===== src/rtl/alu_seq.sv =====
// alu_seq: issues decoded two-address ALU operations to a registered ALU and
// writes the results back into an internal 8x8 register file (or the compare
// flag). One op is in flight at a time: IDLE -> EXEC -> WB -> IDLE.
//
// Ports
//   clk, reset                  clock and synchronous active-high reset
//   op_valid / op_ready         decoded-op handshake
//   op_funct, op_rd, op_rs,     decoded op: function, destination (also x
//   op_imm, op_use_imm          source), y source register or immediate
//   alu_en, alu_x, alu_y,       request to the ALU, held stable between accepts
//   alu_funct
//   alu_result, alu_cmp         registered ALU outputs, valid in the WB cycle
//   cmp_flag                    last compare outcome
//   wb_valid, wb_rd, wb_data    one-cycle register write-back report
//   illegal                     one-cycle pulse after an unsupported funct
//   dbg_addr, dbg_data          combinational register-file read port
module alu_seq (
    input  logic       clk,
    input  logic       reset,
    input  logic       op_valid,
    output logic       op_ready,
    input  logic [3:0] op_funct,
    input  logic [2:0] op_rd,
    input  logic [2:0] op_rs,
    input  logic [7:0] op_imm,
    input  logic       op_use_imm,
    output logic       alu_en,
    output logic [7:0] alu_x,
    output logic [7:0] alu_y,
    output logic [3:0] alu_funct,
    input  logic [7:0] alu_result,
    input  logic       alu_cmp,
    output logic       cmp_flag,
    output logic       wb_valid,
    output logic [2:0] wb_rd,
    output logic [7:0] wb_data,
    output logic       illegal,
    input  logic [2:0] dbg_addr,
    output logic [7:0] dbg_data
);

    localparam logic [1:0] StIdle = 2'd0;
    localparam logic [1:0] StExec = 2'd1;
    localparam logic [1:0] StWb   = 2'd2;

    localparam logic [3:0] FunctCmp = 4'b0110;

    logic [1:0] state_q, state_d;
    logic [7:0] regs_q [8];
    logic [7:0] alu_x_q, alu_y_q;
    logic [3:0] alu_funct_q;
    logic [2:0] rd_q;
    logic       cmp_flag_q;
    logic       illegal_q;

    logic       accept;
    logic       op_legal;
    logic [7:0] rd_val, rs_val;
    logic       in_wb;
    logic       wb_write;

    always_comb begin
        unique case (op_funct)
            4'b0101, 4'b0100, 4'b1110, 4'b0111, 4'b0001,
            4'b0011, 4'b0010, 4'b0110, 4'b1010: op_legal = 1'b1;
            default:                            op_legal = 1'b0;
        endcase
    end

    // r0 is hardwired to zero on every read path.
    assign rd_val = (op_rd == 3'd0) ? 8'h00 : regs_q[op_rd];
    assign rs_val = (op_rs == 3'd0) ? 8'h00 : regs_q[op_rs];

    // Outputs are gated by reset so an op caught mid-flight has no visible
    // effect in the reset cycle itself.
    assign op_ready = (state_q == StIdle) && !reset;
    assign accept   = op_valid && op_ready;
    assign in_wb    = (state_q == StWb) && !reset;
    assign wb_write = in_wb && (alu_funct_q != FunctCmp);

    assign alu_en    = (state_q == StExec) && !reset;
    assign alu_x     = alu_x_q;
    assign alu_y     = alu_y_q;
    assign alu_funct = alu_funct_q;
    assign cmp_flag  = cmp_flag_q;
    assign illegal   = illegal_q;
    assign wb_valid  = wb_write;
    assign wb_rd     = wb_write ? rd_q : 3'd0;
    assign wb_data   = wb_write ? alu_result : 8'h00;
    assign dbg_data  = (dbg_addr == 3'd0) ? 8'h00 : regs_q[dbg_addr];

    always_comb begin
        state_d = state_q;
        case (state_q)
            StIdle:  if (accept && op_legal) state_d = StExec;
            StExec:  state_d = StWb;
            StWb:    state_d = StIdle;
            default: state_d = StIdle;
        endcase
    end

    always_ff @(posedge clk) begin
        if (reset) begin
            state_q     <= StIdle;
            alu_x_q     <= 8'h00;
            alu_y_q     <= 8'h00;
            alu_funct_q <= 4'b0000;
            rd_q        <= 3'd0;
            cmp_flag_q  <= 1'b0;
            illegal_q   <= 1'b0;
            for (int i = 0; i < 8; i++) begin
                regs_q[i] <= 8'h00;
            end
        end else begin
            state_q   <= state_d;
            illegal_q <= accept && !op_legal;
            if (accept) begin
                alu_x_q     <= rd_val;
                alu_y_q     <= op_use_imm ? op_imm : rs_val;
                alu_funct_q <= op_funct;
                rd_q        <= op_rd;
            end
            if (wb_write && (rd_q != 3'd0)) begin
                regs_q[rd_q] <= alu_result;
            end
            if (in_wb && (alu_funct_q == FunctCmp)) begin
                cmp_flag_q <= alu_cmp;
            end
        end
    end

endmodule


===== config.mk =====
export PLATFORM = sky130hd
export DESIGN_NAME = alu_seq
export DESIGN_NICKNAME = d
export VERILOG_FILES = /design/src/rtl/alu_seq.sv
export SDC_FILE = /design/constraint.sdc
export NUM_CORES = 1
export LEC_CHECK = 0
export CAP_MARGIN = 10
export CORE_UTILIZATION = 50
export DETAILED_ROUTE_END_ITERATION = 6
export GPL_TIMING_DRIVEN = 0
export PLACE_DENSITY = 0.73
export SLEW_MARGIN = 20
export SYNTH_ARGS = -nofsm -noshare
export SYNTH_HDL_FRONTEND = slang
export SYNTH_SLANG_ARGS = --single-unit

===== constraint.sdc =====
create_clock -name clk -period 1.98 [get_ports clk]
set_input_delay 0.297 -clock clk [delete_from_list [all_inputs] [get_ports clk]]
set_output_delay 0.297 -clock clk [all_outputs]
set_load 0.05 [all_outputs]

Yosys cells after proc, flatten, opt, wreduce, memory -nomap -nowiden --
Memory sizes are Yosys's and may differ from the RTL's. Index checks and enable logic that the tools add are counted. Widths: inputs -> output; s select.
Word-level totals: bits in registers 27, bits in writable memories 64, bits in read-only memories 16, bits of input ports 34, output and inout bits 44, word-level logic and storage cells 47, memories kept 2
Cells by class: equality and inequality tests 5, mux-type cells 16, reduce and logical (&&, ||, !) cells 17
Memories:
- regs_q | depth 8, bits a word 8, read ports 3, clocked after Yosys merged registers in 0, wr ports 8, line 49 | logic [7:0] regs_q [8];
- (no name shown) | depth 16, bits a word 1, read ports 1, clocked after Yosys merged registers in 0, wr ports 0, line 63 | unique case (op_funct)
Operators by type and width (number):
- $mux 8 | 6
- $logic_and 1x1->1 | 9
- $logic_not 3->1 | 3
- $reduce_or 8->1 | 1
- $mux 1 | 6
- $mux 3 | 2
- $eq 4x3->1 const B | 1
- $ne 4x3->1 const B | 1
- $pmux 2 s2 | 1
- $reduce_bool 3->1 | 1
- $eq 2x1->1 const B | 1
- $eq 2x2->1 const B | 1
- $logic_not 1->1 | 2
- $logic_not 2->1 | 1
- $mux 2 | 1
- $ne 2x1->1 const B | 1

Depth between registers and ports, before layout --
Gate-level depths: netlist of the first run.
depth in word-level cells 9, mapped depth 7

Worst setup path before layout of the first run --
Ideal clock, no wire load.
path type input to output, start input port dbg_addr[0], end output port dbg_data[6], arrival 2.194 ns, slack -0.511 ns, stages on the path 5, path buffers 2, cell sequence buf_4 > buf_2 > mux4_2 > nor2_1 > a221oi_1
On the way: word-level cells in the longest chain between the ends 2, elaborated cells on any way between the ends 3
RTL lines:
- from (decl) | line 38 | input logic [2:0] dbg_addr,
- $mem_v2 8x8 or $logic_not 3->1 (tied branches)
- $mux 8 (*) | line 90 | assign dbg_data = (dbg_addr == 3'd0) ? 8'h00 : regs_q[dbg_addr];
- to (decl) | line 39 | output logic [7:0] dbg_data
Mark *: on every way between the ends. The rest lies on a longest branch, timed or not.

==> flow_summary.toml, run 1 <==
[run_status]
status = "finished with violations"
failed_checks = "negative setup slack"

[final_layout]
num-nets-final = 581
fin_util = 0.653
area.growth.synth_to_final_pct = 26.1
final_common_cell = "edfxtp_1"
drive_above_1_share = 0.250
diodes = 0
final_cell_mix = "64 x edfxtp_1, 57 x and2_1, 49 x clkdlybuf4s50_1"

[yosys]
synth-edff-count = 64
syn_area_um2 = 5060
ys_warn_count = 0
ys_ff_latch = 91
synth_cell_types = 45
syn_avg_cell_area_um2 = 11.3
async_reset_ff_frac = 0
synthFlopType = "edfxtp_1"
syn_inst = 446
synth_seq_area_share = 0.487

[worst_hold_path]
hold_class = "in -> reg"
holdPathEnd = "alu_x[5]"
min_path_cells = 3
hp-start = "reset"

[power_and_ir_drop]
p_int_w = 0.00305
comb_power_share = 0.198
switchingPower_w = 0.00126
p_leak_nw = 2.41
seqPwrFrac = 0.510
power_density_nw_per_um2 = 675
peakVddDrop_uv = 339
clkPwrFrac = 0.292
power.share.switching = 0.292
finalPower_w = 0.00431

[floorplanning]
die_area_um2 = 10500
io_pins = 78
die_w_um = 103
start_util = 0.518
placementRows = 36
dieHeight_um = 103
core_um2 = 9770

[route]
ant_nets = 0
drc = 0
wl_per_cell_um = 21.3
firstDrtPassIters = 5
drt_wl_total_mm = 14.6
num_vias = 3989
dr.first_iter.drc_count = 251
routed_via_density = 5.82

[critical_path]
cp.required_ns = 1.68
rr_worst_depth = 5
crit_path_start_kind = "flip-flop"
critPathMaxFanout = 3
reg2reg_from = "state_q[0]"
cp.arrival_ns = 1.74
endpoint_kind = "output pin"
reg2reg_to = "regs_q[4][3]"
worstSetupPathType = "reg -> out"
rrSetupSlack_ns = 0.18

[sta]
finalClockSkew_ns = 0.00962
worstMarginPinSlew_ns = 0.563
slew_viol_final = 0
setup_viol = 5
setup_slack_ns = -0.0609
period_share = 1.03
relSlewSlack = 0.625
finalHoldViolations = 0
rsz0062_at_grt = "yes"
maxClockFrequency_mhz = 490
fin_crit_ns = 2.04

[place]
pre_cts_ws_ns = -1.06
port_buffers = 72
dp_hpwl_mm = 11.0
gp_congestion = 0.898

[clock_network]
clock_latency_ns = 0.37
numCtsBuffers = 9
h-tree-depth = 3
ctsHoldBuffers = 0
cts_tree = "done"
clockBufferDepth = 2
clockRootBuffer = "clkbuf_8"
cts_sinks = 91
cts.clk_slew.worst_paths_ns = 0.09

[global_routing]
grt_pass1_wl_mm = 21.7
antenna_found_initial = 0
grt_start_max_net_pins = 16
grt-ovfl-total = 0
track_usage = 0.291
grt_pass1_vias = 3814

[flow_run]
maxCapViolCount = 0
[power by group through the flow]
| stage | Combinational, W | Clock, W | Sequential, W |
|---|---|---|---|
| after CTS | 0.000836 | 0.00126 | 0.00219 |
| final | 0.000851 | 0.00126 | 0.00220 |
| after global routing | 0.000896 | 0.00135 | 0.00220 |
| after detailed placement | 0.000811 | 0 | 0.00224 |
| after floorplan | 0.000449 | 0 | 0.00228 |
| after global placement | 0.000804 | 0 | 0.00223 |
[per-stage QoR]
step | hold slack, ns | TNS, ns | instances | cell area [µm²]
6_report | 0.418 | -0.134 | 685 | 6380
5_1_grt | 0.439 | -0.291 | 685 | 6380
4_1_cts | 0.409 | -0.192 | 682 | 6310
3_5_place_dp | 0.451 | -19.87 | 658 | 6030
3_3_place_gp | 0.446 | -17.71 | 658 | 6030
2_1_floorplan | 0.433 | -1.11 | 453 | 5150
[cells in the mapped netlist (9+ instances only)]
library cell  number  area share
dfxtp_1           27        0.11
a21oi_1           26       0.026
o21ai_0           19       0.019
mux2i_1           24       0.047
nand2_1           41       0.030
nor2b_1           10       0.012
and3_1            10       0.012
nand2b_1          10       0.012
nor2_1            13      0.0096
edfxtp_1          64        0.38
clkbuf_1          15       0.011
a221oi_1          11       0.019
o221ai_1           9       0.016
and2_1            57       0.070
mux4_2            17       0.076
mux2_2            16       0.036
[metal layers]
| layer | vias up | wire, µm | track usage |
|---|---|---|---|
| met5 | - | 0 | 0 |
| met4 | 0 | 497 | 0.137 |
| met3 | 36 | 790 | 0.0332 |
| met2 | 163 | 6710 | 0.439 |
| met1 | 1934 | 6580 | 0.419 |
| li1 | 1856 | - | - |
[layout make-up]
type                       count  area [µm²]
fill                         776        3390
multi-input combinational    327        2560
sequential                    91        2470
timing repair buffer          83         785
buffer                        30         193
tap                          133         166
clock buffer                  10         128
clock inverter                 6        63.8
inverter                       5        18.8
[sequential cells by signal, summed over array words and instances, names as in the netlist]
| name | count |
|---|---|
| cmp_flag | 1 |
| rd_q | 3 |
| alu_x | 8 |
| state_q | 2 |
| alu_y | 8 |
| alu_funct | 4 |
| illegal | 1 |
| regs_q | 64 |
[worst max-delay path: stages (launching register included)]
cell and delay [ns]:
edfxtp_1 0.47, mux4_2 0.56, nor2_2 0.13, a221oi_2 0.05, buf_6 0.18
[worst max path at each step]
stage / startpoint / end / slack (ns)
after floorplan: dbg_addr[1] / dbg_data[0] / -0.14
after global routing: regs_q[2][2] / dbg_data[2] / -0.07
after CTS: state_q[1] / wb_data[2] / -0.12
after global placement: dbg_addr[2] / dbg_data[0] / -0.96
final: regs_q[2][2] / dbg_data[2] / -0.06
after detailed placement: dbg_addr[2] / dbg_data[0] / -1.06
[cell families (layout without fill, tap and decap cells)]
group | after synthesis | after routing | share of synthesized area
other cells | 1 | 8 | 0.000741
compound gates | 84 | 84 | 0.110
simple gates | 178 | 178 | 0.207
flops | 91 | 91 | 0.487
mux | 57 | 57 | 0.159
buf+inv | 35 | 134 | 0.0371
[repair_timing]
| action | 4_1_cts | 5_1_grt |
|---|---|---|
| cloned | 1 | 0 |
| endpoints found under the setup margin | 63 | 52 |
| buffers inserted | 7 | 3 |
| pin swaps | 0 | 1 |
| resized for setup | 145 | 19 |
No activity file was read; power rests on OpenSTA's default activity.
==> run 2, diff against run 1 <==
- DONT_BUFFER_PORTS: unset -> 1
- PLACE_DENSITY: 0.73 -> 0.63
- SLEW_MARGIN: 20 -> unset
==> run 2 against run 1 <==
The run still ends with negative setup slack left. Global-route usage down 1.9 points. First-iteration DRC count down 20%. Die area unchanged. Largest power group unchanged. Critical path type unchanged. Fmax up 2.0%. Non-clock buffer count down 60. Register-to-register slack worse by 0.06 ns.
==> flow_summary.toml, run 2 (synthesis gave the netlist of run 1 again) <==
[clock_network]
numCtsBuffers = 9
cts.clk_slew.worst_paths_ns = 0.10
cts_sinks = 91
h-tree-depth = 3
cts_tree = "done"
clockRootBuffer = "clkbuf_8"
clock_latency_ns = 0.35
ctsHoldBuffers = 0
clockBufferDepth = 2

[place]
placed_cells = 586
gp_congestion = 0.910
port_buffers = 0
dp_hpwl_mm = 10.4
placed_area_um2 = 5310

[final_layout]
fillers = 837
final_common_cell = "edfxtp_1"
diodes = 0
area.growth.synth_to_final_pct = 18.8
final_cell_mix = "64 x edfxtp_1, 57 x and2_1, 41 x nand2_1"
drive_above_1_share = 0.311
fin_cells = 625
stdcell_area_um2 = 6010
largest_reg_flops = 64
regMostFlops = "regs_q"
num-nets-final = 521

[sta]
slew_viol_final = 0
finalClockSkew_ns = 0.0197
finalHoldViolations = 0
setup_slack_ns = -0.0199
rsz0062_at_grt = "yes"
relSlewSlack = 0.419
setup_viol = 1
worstMarginPinSlew_ns = 0.867
fin_crit_ns = 2.00
whs_ns = 0.0558
maxClockFrequency_mhz = 500
period_share = 1.01

[floorplanning]
start_util = 0.518
die_w_um = 103
io_pins = 78
placementRows = 36
die_area_um2 = 10500
core_um2 = 9770
dieHeight_um = 103

[critical_path]
endpoint_kind = "output pin"
reg2reg_to = "regs_q[7][6]"
startpoint = "regs_q[2][1]"
critPathMaxFanout = 3
cp.required_ns = 1.68
cp.arrival_ns = 1.70
reg2reg_from = "state_q[1]"
crit_path_start_kind = "flip-flop"
rr_worst_depth = 5
rrSetupSlack_ns = 0.12
crit_path_end = "dbg_data[1]"
worstSetupPathType = "reg -> out"

[route]
firstDrtPassIters = 4
wl_per_cell_um = 22.6
drt_wl_total_mm = 14.1
ant_nets = 0
dr.first_iter.drc_count = 201
drc = 0
routed_via_density = 6.07
num_vias = 3794

[flow_run]
maxCapViolCount = 0

[global_routing]
track_usage = 0.272
grt_start_max_net_pins = 17
grt-ovfl-total = 0
grt_pass1_vias = 3484
antenna_found_initial = 0
grt_pass1_wl_mm = 20.2

[run_status]
status = "finished with violations"
failed_checks = "negative setup slack"

[power_and_ir_drop]
power_density_nw_per_um2 = 717
p_leak_nw = 2.17
finalPower_w = 0.00431
peakVddDrop_uv = 337

[worst_hold_path]
hold_class = "in -> reg"
run 2: cell count changes in the layout (fill, tap and decap cells not counted), moves of 8 or more:
cell	before	now
a221oi_2	8	0
a221oi_4	0	8
and3_1	10	0
and3_4	0	10
buf_6	11	3
clkdlybuf4s50_1	49	0
o21ai_0	18	6
run 2: report_power, final:
group | total, W | internal, W | switching, W
Sequential | 0.00228 | 0.00211 | 0.000168
Combinational | 0.000647 | 0.000256 | 0.000391
Clock | 0.00138 | 0.000709 | 0.000672
run 2: area by class of cell:
cell class              instances  area, µm²  share of cell area
plain buffers                  29        183              0.0304
clock buffers                  11        163              0.0270
clock inverters                 5       65.1              0.0108
inverters                       5       26.3             0.00437
multi-input cells             327       2740               0.456
flip-flops and latches         91       2480               0.413
well taps                     133        166              0.0277
repair buffers                 24        184              0.0306
run 2: timing repair:
item	in CTS	in global routing
setup buffers	9	15
pin swaps	7	10
endpoints found under the setup margin	95	77
resized for setup	55	32
run 2: worst max-delay path, cell delays in order (launching register included):
cell	delay [ns]
edfxtp_1	0.49
mux4_2	0.31
nor2_2	0.05
a221oi_4	0.51
run 2: per-stage QoR:
stage,utilization,worst slack (ns),TNS (ns)
floorplan,-,-0.143,-1.11
global placement,0.544,-0.482,-11.66
detailed placement,0.544,-0.511,-15.12
CTS,0.595,-0.0586,-0.172
global route,0.615,-0.0432,-0.315
finish,0.615,-0.0199,-0.0199
run 2: worst min-delay path by stage:
stage	from	end	slack (ns)	cells after the start
2_1_floorplan	op_funct[0]	alu_funct[0]	0.43	2
3_3_place_gp	op_funct[3]	alu_funct[3]	0.44	2
3_5_place_dp	op_funct[3]	alu_funct[3]	0.44	2
4_1_cts	op_funct[3]	alu_funct[3]	0.04	2
5_1_grt	op_funct[2]	alu_funct[2]	0.04	2
6_report	op_funct[3]	alu_funct[3]	0.06	2
run 2: metal layers:
layer / global-route usage / vias to the layer above / part of all wire
met1: 0.383 / 1844 / 0.43
li1: - / 1736 / -
met2: 0.409 / 182 / 0.46
met5: 0 / - / 0
met3: 0.0488 / 32 / 0.070
met4: 0.127 / 0 / 0.040
